<file path="config.mk">
export PLATFORM = sky130hd
export DESIGN_NAME = vin_source_ctrl
export DESIGN_NICKNAME = d
export VERILOG_FILES = /design/src/rtl/vin_source_ctrl.sv
export SDC_FILE = /design/constraint.sdc
export NUM_CORES = 1
export LEC_CHECK = 0
export CORE_MARGIN = 2
export CORE_UTILIZATION = 45
export DETAILED_ROUTE_END_ITERATION = 16
export PLACE_DENSITY_LB_ADDON = 0.08
export SYNTH_ARGS = -nofsm -noshare
export SYNTH_HDL_FRONTEND = slang
export SYNTH_SLANG_ARGS = --single-unit
</file>
<file path="constraint.sdc">
create_clock -name clk -period 13 [get_ports clk]
set_input_delay 1.95 -clock clk [delete_from_list [all_inputs] [get_ports clk]]
set_output_delay 1.95 -clock clk [all_outputs]
set_load 0.03 [all_outputs]
</file>
<file path="src/rtl/vin_source_ctrl.sv">
// vin_source_ctrl: qualifies the FPD-Link and DPI video inputs from their
// VSYNC timing, picks the active source and mutes the output around every
// source change so downstream logic only ever sees whole frames.
module vin_source_ctrl #(
  parameter int CNT_W       = 24,
  parameter int TIMEOUT     = 2_000_000,
  parameter int TOL         = 16,
  parameter int LOCK_FRAMES = 3,
  parameter int MUTE_FRAMES = 2
) (
  input  logic             clk,
  input  logic             rst_n,
  input  logic             fpd_vsync,
  input  logic             fpd_lock,
  input  logic             dpi_vsync,
  input  logic [1:0]       mode,
  output logic             sel,
  output logic             active,
  output logic             mute,
  output logic             switch_pulse,
  output logic             fpd_alive,
  output logic             dpi_alive,
  output logic [CNT_W-1:0] fpd_period,
  output logic [CNT_W-1:0] dpi_period
);

  localparam int GOOD_W  = $clog2(LOCK_FRAMES + 1);
  localparam int FRAME_W = $clog2(MUTE_FRAMES + 1);
  localparam logic [CNT_W-1:0]   TIMEOUT_C = CNT_W'(TIMEOUT);
  localparam logic [CNT_W:0]     TOL_C     = (CNT_W+1)'(TOL);
  localparam logic [GOOD_W-1:0]  LOCK_C    = GOOD_W'(LOCK_FRAMES);
  localparam logic [FRAME_W-1:0] MUTE_C    = FRAME_W'(MUTE_FRAMES);

  // Source index 0 is DPI, index 1 is FPD-Link (matches the sel encoding).
  logic [1:0]       vs_in;
  logic [1:0]       qual_en;
  logic [1:0]       edge_vec;
  logic [1:0]       alive_vec;
  logic [CNT_W-1:0] period_arr [2];

  assign vs_in   = {fpd_vsync, dpi_vsync};
  assign qual_en = {fpd_lock, 1'b1};

  genvar gi;
  generate
    for (gi = 0; gi < 2; gi++) begin : g_mon
      logic                vs_q;
      logic                edge_q;
      logic                meas_valid;
      logic                meas_next;
      logic                alive_reg;
      logic [CNT_W-1:0]    cnt_reg;
      logic [CNT_W-1:0]    cnt_next;
      logic [CNT_W-1:0]    period_reg;
      logic [CNT_W-1:0]    period_next;
      logic [GOOD_W-1:0]   good_reg;
      logic [GOOD_W-1:0]   good_next;
      logic signed [CNT_W:0] diff;
      logic [CNT_W:0]      diff_abs;

      // Next state of the frame-period measurement and stability count.
      always_comb begin
        diff        = $signed({1'b0, cnt_reg}) - $signed({1'b0, period_reg});
        diff_abs    = diff[CNT_W] ? $unsigned(-diff) : $unsigned(diff);
        cnt_next    = cnt_reg;
        period_next = period_reg;
        good_next   = good_reg;
        meas_next   = meas_valid;
        if (edge_q) begin
          // The edge cycle is the first cycle of the new frame, so a VSYNC
          // every N clocks measures a period of exactly N.
          cnt_next = CNT_W'(1);
          if (meas_valid) begin
            period_next = cnt_reg;
            if (diff_abs <= TOL_C) begin
              good_next = (good_reg == LOCK_C) ? good_reg : good_reg + GOOD_W'(1);
            end else begin
              good_next = '0;
            end
          end else begin
            meas_next = 1'b1;
            good_next = '0;
          end
        end else if (cnt_reg == TIMEOUT_C) begin
          meas_next   = 1'b0;
          good_next   = '0;
          period_next = '0;
        end else begin
          cnt_next = cnt_reg + CNT_W'(1);
        end
        if (!qual_en[gi]) begin
          meas_next = 1'b0;
          good_next = '0;
        end
      end

      // Edge detection and monitor state registers.
      always_ff @(posedge clk or negedge rst_n) begin
        if (!rst_n) begin
          vs_q       <= 1'b0;
          edge_q     <= 1'b0;
          meas_valid <= 1'b0;
          cnt_reg    <= '0;
          period_reg <= '0;
          good_reg   <= '0;
          alive_reg  <= 1'b0;
        end else begin
          vs_q       <= vs_in[gi];
          edge_q     <= vs_in[gi] & ~vs_q;
          meas_valid <= meas_next;
          cnt_reg    <= cnt_next;
          period_reg <= period_next;
          good_reg   <= good_next;
          alive_reg  <= (good_next == LOCK_C);
        end
      end

      assign edge_vec[gi]   = edge_q;
      assign alive_vec[gi]  = alive_reg;
      assign period_arr[gi] = period_reg;
    end
  endgenerate

  typedef enum logic [1:0] {S_IDLE, S_SWITCH, S_SETTLE, S_RUN} state_t;

  state_t             state_reg;
  logic               target_reg;
  logic [FRAME_W-1:0] frame_cnt_reg;
  logic               sel_reg;
  logic               active_reg;
  logic               mute_reg;
  logic               pulse_reg;
  logic               des_valid;
  logic               des_src;

  // Desired source from the registered alive flags and the requested mode.
  always_comb begin
    des_valid = 1'b0;
    des_src   = 1'b0;
    case (mode)
      2'b00: begin
        if (alive_vec[1]) begin
          des_valid = 1'b1;
          des_src   = 1'b1;
        end else if (alive_vec[0]) begin
          des_valid = 1'b1;
        end
      end
      2'b01: des_valid = alive_vec[0];
      2'b10: begin
        des_valid = alive_vec[1];
        des_src   = 1'b1;
      end
      default: des_valid = 1'b0;
    endcase
  end

  // Selection FSM; desired-source changes take priority over VSYNC events.
  always_ff @(posedge clk or negedge rst_n) begin
    if (!rst_n) begin
      state_reg     <= S_IDLE;
      target_reg    <= 1'b0;
      frame_cnt_reg <= '0;
      sel_reg       <= 1'b0;
      active_reg    <= 1'b0;
      mute_reg      <= 1'b1;
      pulse_reg     <= 1'b0;
    end else begin
      pulse_reg <= 1'b0;
      case (state_reg)
        S_IDLE: begin
          if (des_valid) begin
            state_reg  <= S_SWITCH;
            target_reg <= des_src;
          end
        end
        S_SWITCH: begin
          if (!des_valid) begin
            state_reg <= S_IDLE;
          end else if (des_src != target_reg) begin
            target_reg <= des_src;
          end else if (edge_vec[target_reg]) begin
            sel_reg       <= target_reg;
            pulse_reg     <= 1'b1;
            frame_cnt_reg <= '0;
            state_reg     <= S_SETTLE;
            active_reg    <= 1'b1;
          end
        end
        S_SETTLE, S_RUN: begin
          if (!des_valid) begin
            state_reg  <= S_IDLE;
            active_reg <= 1'b0;
            mute_reg   <= 1'b1;
          end else if (des_src != sel_reg) begin
            state_reg  <= S_SWITCH;
            target_reg <= des_src;
            active_reg <= 1'b0;
            mute_reg   <= 1'b1;
          end else if (state_reg == S_SETTLE && edge_vec[sel_reg]) begin
            frame_cnt_reg <= frame_cnt_reg + FRAME_W'(1);
            if (frame_cnt_reg + FRAME_W'(1) == MUTE_C) begin
              state_reg <= S_RUN;
              mute_reg  <= 1'b0;
            end
          end
        end
        default: state_reg <= S_IDLE;
      endcase
    end
  end

  assign sel          = sel_reg;
  assign active       = active_reg;
  assign mute         = mute_reg;
  assign switch_pulse = pulse_reg;
  assign fpd_alive    = alive_vec[1];
  assign dpi_alive    = alive_vec[0];
  assign fpd_period   = period_arr[1];
  assign dpi_period   = period_arr[0];

endmodule

</file>
# After elaboration in Yosys (flattened, before gate mapping)
# Index checks and enable logic that the tools add are counted.
# op_classes
add_sub_neg	9
order_cmp	4
eq_ne	35
mux	73
bitwise	5
n_reduce_logical	15
# ops
operator	n
$mux 24	10
$le 25x5->1 const B	2
$mux 2	25
$mux 25	2
$neg 25->25	2
$sub 24x24->25	2
$add 24x1->24 const B	2
$eq 24x21->1 const B	2
$mux 1	30
$ne 2x2->1 const B	11
$eq 2x2->1 const B	8
$reduce_and 5->1	3
$ne 3x1->1 const B	3
$ne 3x3->1 const B	3
$ne 4x4->1 const B	2
$reduce_and 7->1	1
$add 2x1->2 const B	3
$pmux 1 s3	2
$pmux 2 s3	1
$reduce_bool 2->1	3
$eq 2x1->1 const B	2
$logic_not 2->1	2
$lt 1x2->1 const B	2
$ne 2x1->1 const B	2
10 further kinds	16
# totals
regBits	117
inputBits	7
out_inout_bits	54
elab_cells	162

# Longest topological paths before layout
# depth
word_depth	9
mapped_depth	16
depth_no_buf	15

# Worst setup path before layout
# OpenSTA, ideal clock, no wires.
# synth_timing
kind	reg-to-reg
startpoint	register g_mon[1].period_reg[0], in the netlist fpd_period[0]
endpoint	register g_mon[1].good_reg[0]
setup_time_ns	0.078
arrival_ns	4.162
required_ns	12.922
setup_slack_ns	8.760
stages_incl_launch_ff	15
path_buffers	0
period_less_slack_ns	4.240
path_cell_list	dfrtp_1 -> ha_1 -> fa_1 -> nand2b_1 -> a21o_1 -> a211oi_2 -> nor4b_1 -> nand4_1 -> or4_4 -> or3b_4 -> nor4b_4 -> o211ai_2 -> a2111oi_4 -> nand3_1 -> a21boi_1
# synth_between
elab_chain_cells	8
# synth_lines
item	line	source
start, declared	54	logic [CNT_W-1:0] period_reg;
start signal, assigned	112	period_reg <= period_next;
$sub 24x24->25 *	63	diff = $signed({1'b0, cnt_reg}) - $signed({1'b0, period_reg});
$neg 25->25	64	diff_abs = diff[CNT_W] ? $unsigned(-diff) : $unsigned(diff);
$mux 25 *	64	
$le 25x5->1 *	75	if (diff_abs <= TOL_C) begin
$mux 2 *	75	
$mux 2 *	73	if (meas_valid) begin
$mux 2 *	69	if (edge_q) begin
$mux 2 *	91	if (!qual_en[gi]) begin
via g_mon[1].good_next[0]	57	logic [GOOD_W-1:0] good_next;
end signal, assigned	113	good_reg <= good_next;
end, declared	56	logic [GOOD_W-1:0] good_reg;
# The timed path passes the listed nets; every way through them passes the cells marked *.
# A chain may end at the register's enable or synchronous reset.

# Worst setup path in the final report
# layout_timing
startpoint	register g_mon[1].cnt_reg[0]
endpoint	register g_mon[1].alive_reg, in the netlist fpd_alive
# layout_between
elab_chain_cells	9
elab_cells_between_ends	11
cone_classes	2 x add/sub; 1 x order compare; 2 x eq/ne; 6 x mux
# layout_lines
item	line	source
start, declared	52	logic [CNT_W-1:0] cnt_reg;
start signal, assigned	111	cnt_reg <= cnt_next;
$sub 24x24->25	63	
$neg 25->25	64	
$mux 25	64	
$le 25x5->1	75	
$mux 2	75	
$mux 2	73	
$mux 2 *	69	
$mux 2 *	91	
$eq 2x2->1 *	114	alive_reg <= (good_next == LOCK_C);
end signal, assigned	114	
end, declared	51	logic alive_reg;
# Every way passes the cells marked *; elsewhere a longest branch is shown, timed or not.

==> run metrics <==
# setup viols final=0; total congestion overflow=0; diode count=0; Worst Max-Slew Pin Slew=1.20 ns; Worst setup SP type=flip-flop; synthesized flop and latch total=117; Synth Instances=1152; Post-synth top flop=dfrtp_1; Worst-path clk slew=0.05 ns; first-pass GRT wire length=43100 µm; fin crit period=4.82 ns; most frequent CP cell=nor3_1; total power=2470 µW; post_cts resized=0; CP max stage cell=a2111oi_0; sw frac=47.2%; Hold Buf Count CTS=0; Arrival @ worst endpoint=5.14 ns; area of the mapped netlist=9590 µm²; Initial Util=45.8%; clk root buf=clkbuf_16; number of CTS-inserted buffers=17; nature of the critical path endpoint=flip-flop; syn nets=1214; worst-skew pair later-pin latency=0.42 ns; setup TNS=0 ns; share of cells above drive strength 1=6.29%; crit-path max cell delay=0.77 ns; # Post-CTS Setup Buffers=0; RSZ-0062 raised after global routing=no; num rows=53; GRT Total Usage=24.0%; achievable frequency=0.208 GHz; Syn Area/Cell=8.32 µm²; period utilisation layout=37.1%; Ports=61; Clock Path Buffers=2; Clock Power Share=20.1%; Async SR Flop Fraction=100%; Worst Path Max Fanout=6; CTS tree=built; Layout Skew=0.00884 ns; # fillers=2062; HP Class=flip-flop to flip-flop; Clock Sinks=117; drt wl/cell=17.7 µm; post-synthesis sequential area ratio=30.5%; Antenna Violating Nets Remaining=0; nets@finish=1257; vias in the first global route=8145; status=completed; synth warn=0; internal power=1310 µW; DRC=0; IO buf count=60; Comb pwr share=63.1%; synth unique cells=88; CORE AREA=21000 µm²; EDFF count, synth=0; via count=8763; Die ar.=22500 µm²; Setup CP Type=flip-flop to flip-flop; Vias per Instance=5.91; pwr/cell area=224 nW/µm²; GP Congestion=0.923; headroom to the max-slew limit=20.2%; Required @ worst endpoint=13.32 ns; Slew Limit Fails=0; Initial DRC Count=641; Worst VDD drop=0.000118 V; final hold vios=0; worst-path cell chain=inv_1, ha_1, fa_1, nand2b_1, a21o_1, a2111oi_0, nor3_1, xnor2_1, nor3_1, or3b_4, nor4b_4, o211ai_2, a2111oi_4, nand4_1, o21ai_0; switching power total=1170 µW; drt total wl=26300 µm; H-tree level count=4; DRT Pass-1 Iters=5; chip height=150 µm; Final HPWL DP=19500 µm; part of the power in registers=16.8%; max reg flops=48; Die X=150 µm; leak pwr=0.00477 µW; area delta synth->final=15.2%; initial antenna violation count=0; max-cap violations=0; largest net degree at the start of global routing=75
-- logic make-up (layout without fill, tap and decap cells) --
group,after synthesis,in the layout,share of synthesized area (%)
and+or+nand+nor,434,434,23.7
AOI/OAI and AO/OA,356,356,26.6
DFF,117,117,30.5
buffers and inverters,112,168,4.41
xor gates and xnor gates,65,65,5.94
adders and majority gates,55,55,7.33
muxes,13,13,1.41
-- cells in the mapped netlist (12+ instances only) --
| master | instances | area share (%) |
|---|---|---|
| or3_1 | 26 | 1.7 |
| nand3_1 | 43 | 2.2 |
| xnor2_1 | 22 | 2.0 |
| a31oi_1 | 13 | 0.85 |
| a21oi_1 | 83 | 4.3 |
| xor2_1 | 43 | 3.9 |
| nand4_1 | 29 | 1.9 |
| a22o_1 | 49 | 4.5 |
| ha_1 | 53 | 6.9 |
| and2_1 | 12 | 0.78 |
| dfrtp_1 | 116 | 30 |
| nand2b_1 | 16 | 1.0 |
| a211oi_1 | 13 | 1.0 |
| o21a_1 | 12 | 0.94 |
| nor2_1 | 105 | 4.1 |
| inv_1 | 68 | 2.7 |
| nand2_1 | 89 | 3.5 |
| clkbuf_1 | 41 | 1.6 |
| nor2b_1 | 13 | 0.85 |
| o21ai_0 | 48 | 2.5 |
| nor3_1 | 22 | 1.1 |
| and3_1 | 16 | 1.0 |
| a21o_1 | 21 | 1.6 |
-- layout by cell type (no fill, tap or decap), types with 26 or more instances in the layout --
cell / synthesis / routed
nand2_1: 89 / 89
a22o_1: 49 / 49
a21oi_1: 83 / 83
nand3_1: 43 / 43
or3_1: 26 / 26
clkdlybuf4s50_1: 0 / 59
ha_1: 53 / 53
o21ai_0: 48 / 48
nor2_1: 105 / 104
nand4_1: 29 / 29
xor2_1: 43 / 43
inv_1: 68 / 68
dfrtp_1: 116 / 116
-- worst paths after layout --
check                                                 from  depth (start not counted)                         to  slack, ns
max                        g_mon[1].cnt_reg[0]$_DFFE_PN0P_                         15        fpd_alive$_DFF_PN0_       8.18
min reg2reg                        g_mon[1].vs_q$_DFF_PN0_                          1  g_mon[1].edge_q$_DFF_PN0_       0.40
min                                g_mon[1].vs_q$_DFF_PN0_                          1  g_mon[1].edge_q$_DFF_PN0_       0.40
max reg2reg                g_mon[1].cnt_reg[0]$_DFFE_PN0P_                         15        fpd_alive$_DFF_PN0_       8.18
max in group asynchronous                            rst_n                          2  fpd_period[8]$_DFFE_PN0P_      10.11
min in group asynchronous                            rst_n                          1  g_mon[1].edge_q$_DFF_PN0_       1.53
-- per-layer routing --
layer | routed length (µm) | vias to the layer above | share of wire (%) | global-route usage [%]
li1 | - | 4384 | - | -
met1 | 13900 | 4145 | 53 | 37.4
met2 | 10900 | 208 | 42 | 34.4
met3 | 1210 | 26 | 4.6 | 3.96
met4 | 286 | 0 | 1.1 | 5.61
met5 | 0 | - | 0 | 0
-- worst max-delay path: cells and delay by family, from the launching register on --
family | cells | cell delay, ns
adders and majority gates | 2 | 0.63
AOI/OAI and AO/OA | 5 | 1.79
and+or+nand+nor | 6 | 1.53
xor gates and xnor gates | 1 | 0.22
DFF | 1 | 0.45
buffers and inverters | 1 | 0.09
-- cell type report --
cell class	count	area [µm²]	area share [%]
multi-input combinational	923	6240	56.5
sequential	117	2930	26.5
timing repair buffer	68	658	5.96
clock buffer	24	502	4.54
tap	275	344	3.11
inverter	68	255	2.31
clock inverter	8	120	1.09
-- power by group through the flow --
stage          combinational (µW)  clock (µW)  sequential (µW)
2_1_floorplan                1190           0              431
3_3_place_gp                 1520           0              422
3_5_place_dp                 1530           0              423
4_1_cts                      1540         508              416
5_1_grt                      1740         526              421
6_report                     1560         496              417
-- through the flow --
stage	setup slack, ns	hold WS [ns]	instances	util (%)	instance area (µm²)
after floorplan	8.76	0.378	1152	-	9590
after global placement	8.49	0.381	1451	49.8	10400
after detailed placement	8.26	0.389	1451	49.8	10400
after CTS	8.23	0.397	1483	52.7	11000
after global routing	7.77	0.402	1483	52.7	11000
final	8.18	0.397	1483	52.7	11000
No activity file was read; power rests on OpenSTA's default activity.
